<file path="src/rtl/axis_register_slice_if.sv">
// AXI4-Stream bundle: master drives payload and tvalid, slave drives tready.
// Params: N bytes of tdata, I/D/U bits of tid/tdest/tuser.
interface axis_if #(
  parameter int N = 1,
  parameter int I = 1,
  parameter int D = 1,
  parameter int U = 1
);
  logic           tvalid;
  logic           tready;
  logic [8*N-1:0] tdata;
  logic [N-1:0]   tstrb;
  logic [N-1:0]   tkeep;
  logic [I-1:0]   tid;
  logic [D-1:0]   tdest;
  logic [U-1:0]   tuser;
  logic           tlast;

  modport master (
    output tvalid, tdata, tstrb, tkeep,
    output tid, tdest, tuser, tlast,
    input  tready
  );

  modport slave (
    input  tvalid, tdata, tstrb, tkeep,
    input  tid, tdest, tuser, tlast,
    output tready
  );
endinterface

</file>
<file path="src/rtl/axis_register_slice.sv">
// Two-entry AXIS skid buffer: all forward signals and tready are registered.
// Ports: aclk, areset (async high), axis_in (slave), axis_out (master).
module axis_register_slice #(
  parameter int N = 1,
  parameter int I = 1,
  parameter int D = 1,
  parameter int U = 1
) (
  input  logic  aclk,
  input  logic  areset,
  axis_if.slave  axis_in,
  axis_if.master axis_out
);
  localparam int W = 8*N + 2*N + I + D + U + 1;

  typedef enum logic [1:0] {
    EMPTY = 2'd0,
    BUSY  = 2'd1,
    FULL  = 2'd2
  } state_t;

  state_t       state, next;
  logic [W-1:0] m_q, m_d;
  logic [W-1:0] s_q, s_d;
  logic         valid_q;
  logic         ready_q;
  logic [W-1:0] in_pl;
  logic         in_hs;
  logic         out_hs;

  assign in_pl = {axis_in.tdata, axis_in.tstrb,
                  axis_in.tkeep, axis_in.tid,
                  axis_in.tdest, axis_in.tuser,
                  axis_in.tlast};

  assign in_hs  = axis_in.tvalid & ready_q;
  assign out_hs = valid_q & axis_out.tready;

  always_comb begin
    next = state;
    m_d  = m_q;
    s_d  = s_q;
    unique case (state)
      EMPTY: begin
        if (in_hs) begin
          next = BUSY;
          m_d  = in_pl;
        end
      end
      BUSY: begin
        if (in_hs && !out_hs) begin
          next = FULL;
          s_d  = in_pl;
        end else if (in_hs && out_hs) begin
          m_d = in_pl;
        end else if (out_hs) begin
          next = EMPTY;
        end
      end
      FULL: begin
        if (out_hs) begin
          next = BUSY;
          m_d  = s_q;
        end
      end
      default: next = EMPTY;
    endcase
  end

  // Flags are flops fed from next-state decode, so
  // neither output depends combinationally on the inputs.
  always_ff @(posedge aclk or posedge areset) begin
    if (areset) begin
      state   <= EMPTY;
      m_q     <= '0;
      s_q     <= '0;
      valid_q <= 1'b0;
      ready_q <= 1'b0;
    end else begin
      state   <= next;
      m_q     <= m_d;
      s_q     <= s_d;
      valid_q <= (next != EMPTY);
      ready_q <= (next != FULL);
    end
  end

  assign axis_in.tready  = ready_q;
  assign axis_out.tvalid = valid_q;
  assign {axis_out.tdata, axis_out.tstrb,
          axis_out.tkeep, axis_out.tid,
          axis_out.tdest, axis_out.tuser,
          axis_out.tlast} = m_q;
endmodule

</file>
<file path="src/flat_wrapper.sv">
// flat-port wrapper written by rule: the top's interface ports become plain ports
module axis_register_slice_flat 
#(
  parameter int N = 1,
  parameter int I = 1,
  parameter int D = 1,
  parameter int U = 1
)
  (aclk, areset, axis_in_tvalid, axis_in_tdata, axis_in_tstrb, axis_in_tkeep, axis_in_tid, axis_in_tdest, axis_in_tuser, axis_in_tlast, axis_in_tready, axis_out_tvalid, axis_out_tdata, axis_out_tstrb, axis_out_tkeep, axis_out_tid, axis_out_tdest, axis_out_tuser, axis_out_tlast, axis_out_tready);
  axis_if #(.N(N), .I(I), .D(D), .U(U)) axis_in_i ();
  axis_if #(.N(N), .I(I), .D(D), .U(U)) axis_out_i ();
  input  logic aclk;
  input  logic areset;
  input wire logic [$bits(axis_in_i.tvalid)-1:0] axis_in_tvalid;
  input wire logic [$bits(axis_in_i.tdata)-1:0] axis_in_tdata;
  input wire logic [$bits(axis_in_i.tstrb)-1:0] axis_in_tstrb;
  input wire logic [$bits(axis_in_i.tkeep)-1:0] axis_in_tkeep;
  input wire logic [$bits(axis_in_i.tid)-1:0] axis_in_tid;
  input wire logic [$bits(axis_in_i.tdest)-1:0] axis_in_tdest;
  input wire logic [$bits(axis_in_i.tuser)-1:0] axis_in_tuser;
  input wire logic [$bits(axis_in_i.tlast)-1:0] axis_in_tlast;
  output wire logic [$bits(axis_in_i.tready)-1:0] axis_in_tready;
  output wire logic [$bits(axis_out_i.tvalid)-1:0] axis_out_tvalid;
  output wire logic [$bits(axis_out_i.tdata)-1:0] axis_out_tdata;
  output wire logic [$bits(axis_out_i.tstrb)-1:0] axis_out_tstrb;
  output wire logic [$bits(axis_out_i.tkeep)-1:0] axis_out_tkeep;
  output wire logic [$bits(axis_out_i.tid)-1:0] axis_out_tid;
  output wire logic [$bits(axis_out_i.tdest)-1:0] axis_out_tdest;
  output wire logic [$bits(axis_out_i.tuser)-1:0] axis_out_tuser;
  output wire logic [$bits(axis_out_i.tlast)-1:0] axis_out_tlast;
  input wire logic [$bits(axis_out_i.tready)-1:0] axis_out_tready;
  assign axis_in_i.tvalid = axis_in_tvalid;
  assign axis_in_i.tdata = axis_in_tdata;
  assign axis_in_i.tstrb = axis_in_tstrb;
  assign axis_in_i.tkeep = axis_in_tkeep;
  assign axis_in_i.tid = axis_in_tid;
  assign axis_in_i.tdest = axis_in_tdest;
  assign axis_in_i.tuser = axis_in_tuser;
  assign axis_in_i.tlast = axis_in_tlast;
  assign axis_in_tready = axis_in_i.tready;
  assign axis_out_tvalid = axis_out_i.tvalid;
  assign axis_out_tdata = axis_out_i.tdata;
  assign axis_out_tstrb = axis_out_i.tstrb;
  assign axis_out_tkeep = axis_out_i.tkeep;
  assign axis_out_tid = axis_out_i.tid;
  assign axis_out_tdest = axis_out_i.tdest;
  assign axis_out_tuser = axis_out_i.tuser;
  assign axis_out_tlast = axis_out_i.tlast;
  assign axis_out_i.tready = axis_out_tready;
  axis_register_slice #(.N(N), .I(I), .D(D), .U(U)) u_core (.aclk(aclk), .areset(areset), .axis_in(axis_in_i), .axis_out(axis_out_i));
endmodule
</file>
<file path="config.mk">
export PLATFORM = sky130hd
export DESIGN_NAME = axis_register_slice_flat
export DESIGN_NICKNAME = d
export VERILOG_FILES = /design/src/rtl/axis_register_slice_if.sv /design/src/rtl/axis_register_slice.sv /design/src/flat_wrapper.sv
export SDC_FILE = /design/constraint.sdc
export NUM_CORES = 1
export LEC_CHECK = 0
export CAP_MARGIN = 0
export CORE_MARGIN = 2
export CORE_UTILIZATION = 53
export DETAILED_ROUTE_END_ITERATION = 16
export PLACE_DENSITY = 0.83
export SLEW_MARGIN = 20
export SYNTH_ARGS = -nofsm -noshare
export SYNTH_HDL_FRONTEND = slang
export SYNTH_SLANG_ARGS = --single-unit
</file>
<file path="constraint.sdc">
create_clock -name aclk -period 3.7 [get_ports aclk]
set_input_delay 0.555 -clock aclk [delete_from_list [all_inputs] [get_ports aclk]]
set_output_delay 0.555 -clock aclk [all_outputs]
set_load 0.01 [all_outputs]
</file>
Word-level counts from Yosys, hierarchy flattened

Index checks and enable logic that the tools add are counted.

Register bits after elaboration: 32
Input bits: 18

Bitwise operators: 2
Reduce and logical (&&, ||, !) cells: 8
Equal/unequal tests: 7
Muxes and demuxes: 11

Operator list:

| cell                                                  | count |
|---|---|
| 2-to-1 mux 14 bit                                     | 4 |
| one-hot mux 14 bit (3 select lines)                   | 1 |
| 2-to-1 mux 2 bit                                      | 5 |
| inequality test 2 x 1 -> 1 bit, second input constant | 3 |
| one-hot mux 2 bit (3 select lines)                    | 1 |
| AND reduction 5 bit                                   | 1 |
| inequality test 2 bit, second input constant          | 2 |
| nonzero test 3 bit                                    | 1 |
| bitwise AND 1 bit                                     | 2 |
| equality test 2 x 1 -> 1 bit, second input constant   | 1 |
| equality test 2 bit, second input constant            | 1 |
| logical AND 1 bit                                     | 2 |
| logical NOT 2 bit                                     | 1 |
| AND reduction 2 bit                                   | 1 |
| nonzero test 2 bit                                    | 1 |
| logical NOT 1 bit                                     | 1 |

Longest topological paths before layout

Depth after elaboration: 6
Gate-level depth with buffers: 5
Mapped depth without buffers: 3

Worst setup path after synthesis

OpenSTA, ideal clock, no wires.

Path type: input to register
Start point: in axis_out_tready
End point: reg u_core.m_q[10]
Required time: 3.575 ns
Arrival time: 1.456 ns
Path slack: 2.119 ns
Library setup time: 0.125 ns
Cell stages on the path: 4
Cells stage by stage: nand4_1 -> o211ai_2 -> buf_6 -> mux2_2

Longest elaborated chain between the ends: 5
Elaborated cells between the ends (all ways): 8
Classes of those cells: 3 x eq/ne; 1 x bitwise; 4 x reduce/logical

RTL lines:

| element                                  | RTL line                  | source |
|---|---|---|
| start, declared                          | flat_wrapper.sv:31        | `input wire logic [$bits(axis_out_i.tready)-1:0] axis_out_tready;` |
| bitwise AND 1 bit (*)                    | axis_register_slice.sv:37 | `assign out_hs = valid_q & axis_out.tready;` |
| logical NOT 1 bit                        | axis_register_slice.sv:51 | `if (in_hs && !out_hs) begin` |
| logical AND 1 bit                        | axis_register_slice.sv:51 |  |
| inequality test 2 bit (no source line)   | --                        |  |
| AND reduction 5 bit (no source line) (*) | --                        |  |
| end signal, assigned                     | axis_register_slice.sv:81 | `m_q <= m_d;` |
| end, declared                            | axis_register_slice.sv:23 | `logic [W-1:0] m_q, m_d;` |

Mark *: on every way between the ends. The rest lies on a longest branch, timed or not.
A chain may end at the register's enable or synchronous reset.

Final worst setup path

Start point: in axis_in_tvalid
End point: reg u_core.m_q[0]

Longest elaborated chain between the ends: 4
Elaborated cells between the ends (all ways): 7
Classes of those cells: 3 x eq/ne; 1 x bitwise; 3 x reduce/logical

RTL lines:

| element                                                                                         | RTL line                                             | source |
|---|---|---|
| start, declared                                                                                 | flat_wrapper.sv:14                                   | `input wire logic [$bits(axis_in_i.tvalid)-1:0] axis_in_tvalid;` |
| bitwise AND 1 bit (*)                                                                           | axis_register_slice.sv:36                            | `assign in_hs = axis_in.tvalid & ready_q;` |
| logical AND 1 bit (on tied branches)                                                            | axis_register_slice.sv:51, axis_register_slice.sv:54 |  |
| inequality test 2 bit (no source line) / inequality test 2 x 1 -> 1 bit (equally long branches) | --                                                   |  |
| AND reduction 5 bit (no source line) (*)                                                        | --                                                   |  |

Marked as above.

==> flow_summary_export.csv <==
group,metric,value,unit
run_status,run_status,"finished clean",
synthesis,synth.avg_cell_area,15.8,sq um
route,route.detailed.wl_per_inst,15.4,microns
placement,routabilityCongestion,0.655,
floorplan,initial_core_util,0.554,
floorplan,die_y,57.5,microns
synthesis,syn-cell-area,1520,sq um
hold_path,hold_path_class,"register to register",
clock_tree,ctsHoldBuffers,0,
route,drc,0,
power_and_ir_drop,ir_worst_vdd,0.000529,V
final_layout,drive_gt1_frac,0.396,
worst_setup_path,critPathArrivalTime,2480,ps
grt,grt_max_degree,33,
hold_path,hp-start,"u_core.s_q[9]$_DFFE_PP0P_",
sta,final-hold-violation-count,0,
clock_tree,cts_resized,0,
worst_setup_path,cp_max_fo,14,
route,wirelength,2.54,mm
grt,overflow,0,
route,drt_pass1_iterations,2,
final_layout,fin_nets,151,
final_layout,fillers,196,
route,antenna_left,0,
final_layout,postLayoutCellArea,1900,sq um
final_layout,seq_area,801,sq um
placement,dp_hpwl,1.78,mm
floorplan,die_area,3300,sq um
hold_path,hold_depth,1,
sta,clock_skew,8.17,ps
synthesis,seq_area_frac_synth,0.528,
synthesis,yosys_register_bits,32,
clock_tree,cts_max_level,2,
sta,fin_setup_tns,0,ps
route,num_vias,900,
clock_tree,cts_tree,"built",
worst_setup_path,reg2reg_depth,3,
worst_setup_path,critPathLaunchType,"input pin",
grt,grt_pass1_wl,4.17,mm
sta,fmax,0.440,GHz
clock_tree,cts_made_buffers,5,
synthesis,postSynthCellCount,96,
sta,setup_viol,0,
floorplan,top_level_ports,34,
sta,worst-slew-pin-transition,951,ps
worst_setup_path,path_class,"input pin to register",
sta,period_share,0.614,
route,routed_via_density,5.45,
synthesis,syn_nets,114,
worst_setup_path,reg2reg_slack,1780,ps
sta,slew_headroom,0.364,
power_and_ir_drop,power.density,795,nW/um^2
final_layout,diodes,0,
placement,place_area,1840,sq um
floorplan,coreArea,2730,sq um
final_layout,mostFrequentLayoutCell,"clkdlybuf4s50_1",
final_layout,final_cell_mix,"clkdlybuf4s50_1, dfrtp_1, mux2_2, mux2_4, clkbuf_4",
synthesis,synth_cell_types,21,
floorplan,die_x,57.5,microns
route,drtIter0Drc,18,
grt,grt.total_usage,0.173,
flow_run,maxCapViolCount,0,
worst_setup_path,worstSetupEndpointType,"register",
clock_tree,cts-root-buf,"clkbuf_4",
clock_tree,clock_latency,320,ps
worst_setup_path,r2r_end,"u_core.m_q[0]$_DFFE_PP0P_",
grt,antenna_found_initial,0,
placement,io_buffer_count,33,
synthesis,yosys_warnings,0,
final_layout,multi_input_area,657,sq um
clock_tree,cts_buffer_depth,2,
worst_setup_path,r2r-start,"u_core.axis_out.tvalid$_DFF_PP0_",
final_layout,syn_to_final_growth,25.2,%
power_and_ir_drop,p_leak,0.811,nW
hold_path,min_to,"u_core.s_q[9]$_DFFE_PP0P_",
clock_tree,cts_sinks,32,
clock_tree,post_cts_buffers,0,
worst_setup_path,critical_path_required,3910,ps
sta,period_minus_slack,2270,ps
grt,grt_pass1_vias,938,
clock_tree,path_clk_slew,90,ps
floorplan,rows,19,
sta,rsz0062_at_grt,"false",
sta,drv_slew,0,
[metrics by stage]
stage	hold slack [ps]	utilization	power [W]	worst slack, ps	instances
4_1_cts	512	0.694	0.00153	1440	165
3_5_place_dp	489	0.672	0.00133	1080	157
6_report	509	0.694	0.00151	1430	165
3_3_place_gp	481	0.672	0.00130	1190	157
2_1_floorplan	474	-	0.00108	2120	96
5_1_grt	529	0.694	0.00160	1380	165
[area by class of cell]
type                            count  area share
Clock buffer                        8      0.0310
Inverter                            1     0.00198
Multi-Input combinational cell     59       0.346
Sequential cell                    32       0.422
Tap cell                           31      0.0204
Timing Repair Buffer               34       0.178
[worst max-delay path: stages]
cell             delay (ps)
clkdlybuf4s50_1         560
nand4_1                 170
o211ai_2                780
mux2_2                  410
[cells in the mapped netlist]
cell / count / share of area
a21boi_0: 1 / 0.0050
a21boi_2: 1 / 0.0074
a21oi_1: 1 / 0.0033
and2_1: 1 / 0.0041
and3b_2: 1 / 0.0066
buf_12: 1 / 0.013
buf_6: 3 / 0.022
dfrtp_1: 32 / 0.53
inv_1: 1 / 0.0025
mux2_2: 28 / 0.21
mux2_4: 14 / 0.14
nand2_1: 3 / 0.0074
nand4_1: 1 / 0.0041
nand4b_1: 1 / 0.0058
nand4bb_1: 1 / 0.0074
nor2b_4: 1 / 0.0091
o211ai_1: 1 / 0.0050
o211ai_2: 1 / 0.0083
o21a_1: 1 / 0.0050
o21ai_0: 1 / 0.0033
o21bai_1: 1 / 0.0050
[metal layers]
layer  track usage  part of all wire  up-vias
met1         0.195              0.42      453
met4        0.0664            0.0055        0
li1              -                 -      426
met3        0.0771             0.052        2
met5             0                 0        -
met2         0.287              0.52       19
[how the worst max path moves through the flow]
| stage | startpoint | to | slack [ps] | depth (start not counted) |
|---|---|---|---|---|
| after floorplan | axis_out_tready | u_core.m_q[10]$_DFFE_PP0P_ | 2120 | 4 |
| after global placement | axis_out_tready | u_core.m_q[1]$_DFFE_PP0P_ | 1190 | 4 |
| after detailed placement | axis_in_tvalid | u_core.m_q[13]$_DFFE_PP0P_ | 1080 | 4 |
| after CTS | axis_in_tvalid | u_core.m_q[11]$_DFFE_PP0P_ | 1440 | 4 |
| after global routing | axis_in_tvalid | u_core.m_q[13]$_DFFE_PP0P_ | 1380 | 4 |
| final | axis_in_tvalid | u_core.m_q[0]$_DFFE_PP0P_ | 1430 | 4 |
[power breakdown]
group / switching, W / internal, W / leakage, nW
clock network: 0.000106 / 0.0000937 / 0.0326
registers: 0.000109 / 0.000526 / 0.377
logic: 0.000228 / 0.000445 / 0.401
[state kept, by name (all words and copies together), names as in the netlist]
register and flops:
u_core.s_q 14, u_core.m_q 14, u_core.state 2, u_core.axis_in.tready 1, u_core.axis_out.tvalid 1
[cell families (layout without fill, tap and decap cells)]
family | after synthesis | in the layout | share of synthesized area
AO/OA/AOI/OAI | 8 | 8 | 0.0421
buffers and inverters | 5 | 43 | 0.0380
flip-flops | 32 | 32 | 0.528
multiplexers | 42 | 42 | 0.347
AND/OR/NAND/NOR | 9 | 9 | 0.0446
(Power assumes the default switching activity.)
